===== config.mk =====
export PLATFORM = sky130hd
export DESIGN_NAME = if_stage
export DESIGN_NICKNAME = d
export VERILOG_FILES = /design/src/rtl/if_stage.sv
export SDC_FILE = /design/constraint.sdc
export NUM_CORES = 1
export LEC_CHECK = 0
export ABC_AREA = 1
export CAP_MARGIN = 20
export CORE_UTILIZATION = 58
export CTS_CLUSTER_DIAMETER = 200
export DETAILED_ROUTE_END_ITERATION = 8
export GPL_TIMING_DRIVEN = 0
export MAX_ROUTING_LAYER = met4
export PLACE_DENSITY = 0.84
export SLEW_MARGIN = 20
export SYNTH_ARGS = -nofsm -noshare
export SYNTH_HDL_FRONTEND = slang
export SYNTH_SLANG_ARGS = --single-unit

===== constraint.sdc =====
create_clock -name i_clk -period 2.9 [get_ports i_clk]
set_clock_uncertainty 0.05 [all_clocks]
set_input_delay 0.725 -clock i_clk [delete_from_list [all_inputs] [get_ports i_clk]]
set_output_delay 0.725 -clock i_clk [all_outputs]
set_load 0.02 [all_outputs]

===== src/rtl/if_stage.sv =====
// if_stage: instruction fetch stage feeding id_stage.
//   Owns the PC and issues 32-bit fetch requests (at most one outstanding). Responses are
//   queued in a small FIFO and presented as {inst, inst_addr} with valid/ready to decode.
//   A redirect flushes the queue and drops any response still in flight.
// Ports:
//   i_clk, i_rst_n                       clock (rising edge), async active-low reset
//   o_inst_req_valid/addr, i_inst_req_ready   fetch request channel (addr 4-byte aligned)
//   i_inst_resp_valid/data               in-order fetch response (one per accepted request)
//   i_redirect_valid/pc                  redirect from execute (1-cycle pulse)
//   o_out_valid, i_out_ready             FIFO head handshake toward decode
//   o_inst, o_inst_addr                  FIFO head instruction and its PC
//   o_fetch_misalign                     sticky: last redirect target was not 4-byte aligned
module if_stage #(
  parameter logic [63:0] RESET_PC   = 64'h0000_0000_8000_0000,
  parameter int unsigned FIFO_DEPTH = 2
) (
  input  logic        i_clk,
  input  logic        i_rst_n,
  output logic        o_inst_req_valid,
  output logic [63:0] o_inst_req_addr,
  input  logic        i_inst_req_ready,
  input  logic        i_inst_resp_valid,
  input  logic [31:0] i_inst_resp_data,
  input  logic        i_redirect_valid,
  input  logic [63:0] i_redirect_pc,
  output logic        o_out_valid,
  input  logic        i_out_ready,
  output logic [31:0] o_inst,
  output logic [63:0] o_inst_addr,
  output logic        o_fetch_misalign
);

  localparam int unsigned PtrW = (FIFO_DEPTH > 1) ? $clog2(FIFO_DEPTH) : 1;
  localparam int unsigned CntW = PtrW + 1;
  localparam logic [CntW-1:0] CntFull = CntW'(FIFO_DEPTH);

  typedef enum logic [1:0] {StIdle, StReq, StWait, StDrop} state_e;

  state_e          r_state;
  state_e          w_state_next;
  logic [63:0]     r_pc;
  logic [63:0]     r_req_pc;
  logic            r_misalign;
  logic [31:0]     r_fifo_inst [FIFO_DEPTH];
  logic [63:0]     r_fifo_addr [FIFO_DEPTH];
  logic [PtrW-1:0] r_wptr;
  logic [PtrW-1:0] r_rptr;
  logic [CntW-1:0] r_count;

  logic w_req_valid;
  logic w_hs;
  logic w_push;
  logic w_pop;

  // Output decode: a request needs a free FIFO slot so the eventual push can never overflow.
  always_comb begin
    w_req_valid = 1'b0;
    case (r_state)
      StReq:   w_req_valid = (r_count < CntFull) && !r_misalign;
      default: w_req_valid = 1'b0;
    endcase
  end

  assign w_hs   = w_req_valid & i_inst_req_ready;
  // Redirect kills both the response in this cycle and any pop of the old stream.
  assign w_push = (r_state == StWait) & i_inst_resp_valid & ~i_redirect_valid;
  assign w_pop  = o_out_valid & i_out_ready & ~i_redirect_valid;

  // Next state: a redirect goes to StDrop whenever a response is still owed by memory.
  always_comb begin
    w_state_next = r_state;
    if (i_redirect_valid) begin
      if (w_hs || (((r_state == StWait) || (r_state == StDrop)) && !i_inst_resp_valid)) begin
        w_state_next = StDrop;
      end else begin
        w_state_next = StReq;
      end
    end else begin
      case (r_state)
        StIdle:         w_state_next = StReq;
        StReq:          if (w_hs) w_state_next = StWait;
        StWait, StDrop: if (i_inst_resp_valid) w_state_next = StReq;
        default:        w_state_next = StIdle;
      endcase
    end
  end

  always_ff @(posedge i_clk or negedge i_rst_n) begin
    if (!i_rst_n) begin
      r_state <= StIdle;
    end else begin
      r_state <= w_state_next;
    end
  end

  // PC, request PC and misalign flag.
  always_ff @(posedge i_clk or negedge i_rst_n) begin
    if (!i_rst_n) begin
      r_pc       <= RESET_PC;
      r_req_pc   <= '0;
      r_misalign <= 1'b0;
    end else if (i_redirect_valid) begin
      r_pc       <= i_redirect_pc;
      r_misalign <= |i_redirect_pc[1:0];
    end else if (w_hs) begin
      r_req_pc <= r_pc;
      r_pc     <= r_pc + 64'd4;
    end
  end

  // Fetched-instruction FIFO; a redirect flushes it at the same edge.
  always_ff @(posedge i_clk or negedge i_rst_n) begin
    if (!i_rst_n) begin
      r_wptr  <= '0;
      r_rptr  <= '0;
      r_count <= '0;
      for (int i = 0; i < int'(FIFO_DEPTH); i++) begin
        r_fifo_inst[i] <= '0;
        r_fifo_addr[i] <= '0;
      end
    end else if (i_redirect_valid) begin
      r_wptr  <= '0;
      r_rptr  <= '0;
      r_count <= '0;
    end else begin
      if (w_push) begin
        r_fifo_inst[r_wptr] <= i_inst_resp_data;
        r_fifo_addr[r_wptr] <= r_req_pc;
        r_wptr              <= r_wptr + PtrW'(1);
      end
      if (w_pop) begin
        r_rptr <= r_rptr + PtrW'(1);
      end
      r_count <= r_count + CntW'(w_push) - CntW'(w_pop);
    end
  end

  assign o_inst_req_valid = w_req_valid;
  assign o_inst_req_addr  = r_pc;
  assign o_out_valid      = (r_count != '0);
  assign o_inst           = r_fifo_inst[r_rptr];
  assign o_inst_addr      = r_fifo_addr[r_rptr];
  assign o_fetch_misalign = r_misalign;

endmodule

==> Implementation_results.wiki <==
{| class="wikitable"
! Metric !! Value
|-
| Outcome || completed
|-
| Longest Clk Path Bufs || 3
|-
| Clock latency reported for the late side of the worst-skew pair || 0.52 ns
|-
| Via count normalized by instance count || 5.79
|-
| Final layout net count || 2,487
|-
| Final-report setup violation count || 0
|-
| Post-DRT Antenna Nets || 0
|-
| Total track usage || 0.402
|-
| Floorplan row count || 59
|-
| Yosys reg bits || 327
|-
| Kind of end point of the critical path || primary output
|-
| Final critical-path required period || 2.84 ns
|-
| Vias in the first global route || 15,500
|-
| CP Launch Type || flip-flop
|-
| Clock Sink Count || 327
|-
| CTS H-Tree Depth || 2
|-
| Detailed-routing iteration count for the pre-antenna-repair pass || 8
|-
| Routability-driven placement congestion ratio || 0.970
|-
| Top achievable clock speed || 352 MHz
|-
| Worst R2R Setup Slack || 0.69 ns
|-
| Worst path arrival time || 2.06 ns
|-
| Final routed wirelength across all metal layers || 53.7 mm
|-
| Worst hold path type || in2async
|-
| Core ar. || 26,400 um^2
|-
| Most frequent cells in the layout || 764 x sky130_fd_sc_hd__nand2_1, 325 x sky130_fd_sc_hd__dfrtp_1, 271 x sky130_fd_sc_hd__o21ai_0
|-
| CP endpoint || o_inst_addr[44]
|-
| Synthesized netlist cell count || 2,080
|-
| Syn. warnings || 0
|-
| Worst slew pin tran || 0.796 ns
|-
| Global route total overflow || 0
|-
| Filler cell count in the final layout || 1,914
|-
| Clock tree from TritonCTS || yes
|-
| Placed cell area || 18,900 um^2
|-
| Fraction of the yosys area taken by sequential cells || 0.519
|-
| HPWL after detailed placement || 38.3 mm
|-
| Final worst path period share || 0.979
|-
| Number of DRC violations after detailed-routing iteration 0 || 2,083
|-
| Largest driver fanout on the critical path || 10
|-
| Fraction of final layout cells sized beyond drive strength 1 || 0.0702
|-
| Number of ports placed on the die boundary || 265
|-
| Pin count of the biggest net entering global routing || 104
|-
| Critical path data required time || 2.12 ns
|-
| Floorplan die area || 27,800 um^2
|-
| Worst relative slew slack || 0.470
|-
| Critical path launch point || r_rptr$_DFFE_PN0P_
|-
| Clk Tree Root Cell || sky130_fd_sc_hd__clkbuf_16
|-
| Final number of hold-violating endpoints || 0
|-
| Post-layout instance area || 20,100 um^2
|-
| Total area of sequential cells || 8190 um^2
|-
| CTS clock-pin slew for the worst setup and hold paths || 0.06 ns
|-
| Global-route wire length before repair || 84.0 mm
|-
| Die X || 167 um
|-
| Most common cell after layout, fill and taps aside || sky130_fd_sc_hd__nand2_1
|-
| Power Dens Cells || 684 nW/um^2
|-
| Unrepaired setup endpoints after global routing || no
|-
| Diode count || 0
|-
| Crit Reg-Reg Endpoint || o_inst_req_addr[60]$_DFFE_PN0P_
|-
| Count of cells along the worst register-to-register path || 9
|-
| Initial Util || 0.598
|-
| Setup TNS || 0 ns
|-
| Startpoint of the most critical register-to-register path || r_state[1]$_DFFE_PN0P_
|-
| Number of max-slew violations in the final report || 0
|-
| Area growth syn-to-layout || 27.4%
|-
| Maximum vdd drop || 0.547 mV
|-
| Mean area per synthesized cell || 7.58 um^2
|-
| Overall die height || 167 um
|-
| Post-synth net total || 2,185
|-
| Number of buffers added to fix hold violations after cts || 0
|-
| Post-DR wirelength/cell || 19.6 um
|-
| Area of the mapped netlist || 15,800 um^2
|-
| Count of input and output buffers || 263
|-
| Clock buffer count from CTS || 35
|-
| Area used by multi-input combinational logic || 6330 um^2
|-
| Number of antenna violations at the first check in global routing || 0
|-
| Final Power || 0.0137 W
|-
| Max-capacitance violation count || 0
|-
| Post-synthesis cell type count || 34
|-
| DRC Markers || 0
|-
| Leak || 10.4 nW
|-
| Path type of the worst setup path || reg2out
|-
| Number of vias in the routed layout || 15,900
|}
critical path: stages, from the launching register on:
cell	delay (ns)
sky130_fd_sc_hd__dfrtp_2	0.49
sky130_fd_sc_hd__inv_4	0.16
sky130_fd_sc_hd__buf_6	0.19
sky130_fd_sc_hd__clkbuf_4	0.23
sky130_fd_sc_hd__nand2_1	0.08
sky130_fd_sc_hd__nand2_1	0.10
sky130_fd_sc_hd__clkdlybuf4s15_2	0.29
cell type report:
cell class | instances | share of cell area
flip-flops and latches | 327 | 0.408
multi-input cells | 1433 | 0.315
repair buffers | 267 | 0.133
clock buffers | 51 | 0.0517
inverters | 222 | 0.0416
plain buffers | 96 | 0.0232
well taps | 335 | 0.0209
clock inverters | 11 | 0.00667
report_power, final:
| part | internal, W | switching, W |
|---|---|---|
| Combinational | 0.00122 | 0.00207 |
| Clock | 0.00268 | 0.00187 |
| Sequential | 0.00534 | 0.000537 |
stage by stage:
step | hold slack [ns] | util | std cells | setup slack (ns)
floorplan | 0.379 | - | 2080 | 0.573
global placement | 0.415 | 0.714 | 2678 | -12.79
detailed placement | 0.423 | 0.717 | 2681 | -0.268
CTS | 0.150 | 0.761 | 2742 | -0.0545
global route | 0.164 | 0.762 | 2742 | 0.0188
finish | 0.116 | 0.762 | 2742 | 0.0603
worst min path at each step:
stage,from,to,cells past startpoint
2_1_floorplan,i_rst_n,o_fetch_misalign$_DFFE_PN0P_,0
3_3_place_gp,r_fifo_addr[66]$_DFFE_PN0P_,r_fifo_addr[66]$_DFFE_PN0P_,2
3_5_place_dp,r_fifo_addr[62]$_DFFE_PN0P_,r_fifo_addr[62]$_DFFE_PN0P_,2
4_1_cts,i_rst_n,o_inst_req_addr[12]$_DFFE_PN0P_,1
5_1_grt,i_rst_n,o_inst_req_addr[18]$_DFFE_PN0P_,1
6_report,i_rst_n,o_inst_req_addr[18]$_DFFE_PN0P_,1
sequential cells by signal, indices dropped and copies added, names as in the netlist:
| register | cells |
|---|---|
| r_count | 2 |
| r_req_pc | 64 |
| o_inst_req_addr | 64 |
| r_wptr | 1 |
| o_fetch_misalign | 1 |
| r_fifo_inst | 64 |
| r_state | 2 |
| r_rptr | 1 |
| r_fifo_addr | 128 |
Yosys cell counts:
master                     number  area, um^2
sky130_fd_sc_hd__nand2_1      764        2870
sky130_fd_sc_hd__dfrtp_1      326        8160
sky130_fd_sc_hd__o21ai_0      271        1360
sky130_fd_sc_hd__inv_1        218         818
sky130_fd_sc_hd__nor2_1       155         582
sky130_fd_sc_hd__nand3_1       93         465
sky130_fd_sc_hd__clkbuf_1      56         210
sky130_fd_sc_hd__a21oi_1       34         170
sky130_fd_sc_hd__nand4_1       29         181
sky130_fd_sc_hd__buf_2         24         120
sky130_fd_sc_hd__nor2_2        17         106
sky130_fd_sc_hd__buf_1         16        60.1
sky130_fd_sc_hd__nand2_2       13        81.3
sky130_fd_sc_hd__o211ai_1      10        75.1
sky130_fd_sc_hd__xor2_1         8        70.1
sky130_fd_sc_hd__nor2_4         7        78.8
sky130_fd_sc_hd__o21bai_1       6        45.0
sky130_fd_sc_hd__xnor2_1        5        43.8
sky130_fd_sc_hd__inv_2          4        15.0
sky130_fd_sc_hd__o21ai_1        4        20.0
sky130_fd_sc_hd__ha_1           3        37.5
sky130_fd_sc_hd__nand2_4        3        33.8
sky130_fd_sc_hd__and2_1         2        12.5
sky130_fd_sc_hd__nor2_8         2        40.0
sky130_fd_sc_hd__a31oi_1        1        6.26
sky130_fd_sc_hd__buf_4          1        7.51
sky130_fd_sc_hd__buf_6          1        11.3
sky130_fd_sc_hd__dfstp_2        1        26.3
sky130_fd_sc_hd__nand3_2        1        10.0
sky130_fd_sc_hd__nand3b_1       1        7.51
sky130_fd_sc_hd__nand4_2        1        12.5
sky130_fd_sc_hd__nor3_1         1        5.00
sky130_fd_sc_hd__nor3_4         1        16.3
sky130_fd_sc_hd__or2_2          1        6.26
routing by layer:
metal | track usage | wire (um) | up-vias
met2 | 0.614 | 24700 | 1050
met4 | 0.149 | 1780 | 0
met5 | - | 0 | -
li1 | - | - | 7125
met1 | 0.545 | 21800 | 7564
met3 | 0.0620 | 5410 | 137
cells by family after synthesis:
family	count (synthesis)	synth area share
flip-flops	327	0.519
AND/OR/NAND/NOR	1091	0.286
buffers and inverters	320	0.0788
AO/OA/AOI/OAI	326	0.106
XOR/XNOR	13	0.00723
adder cells (fa/ha/maj)	3	0.00238
what timing repair did:
item	4_1_cts	5_1_grt
pin swaps	0	0
hold endpoints to repair	0	0
resized for setup	114	48
setup endpoints to repair	96	47
buffers inserted	1	0
Power figures use the tool's default switching activity.
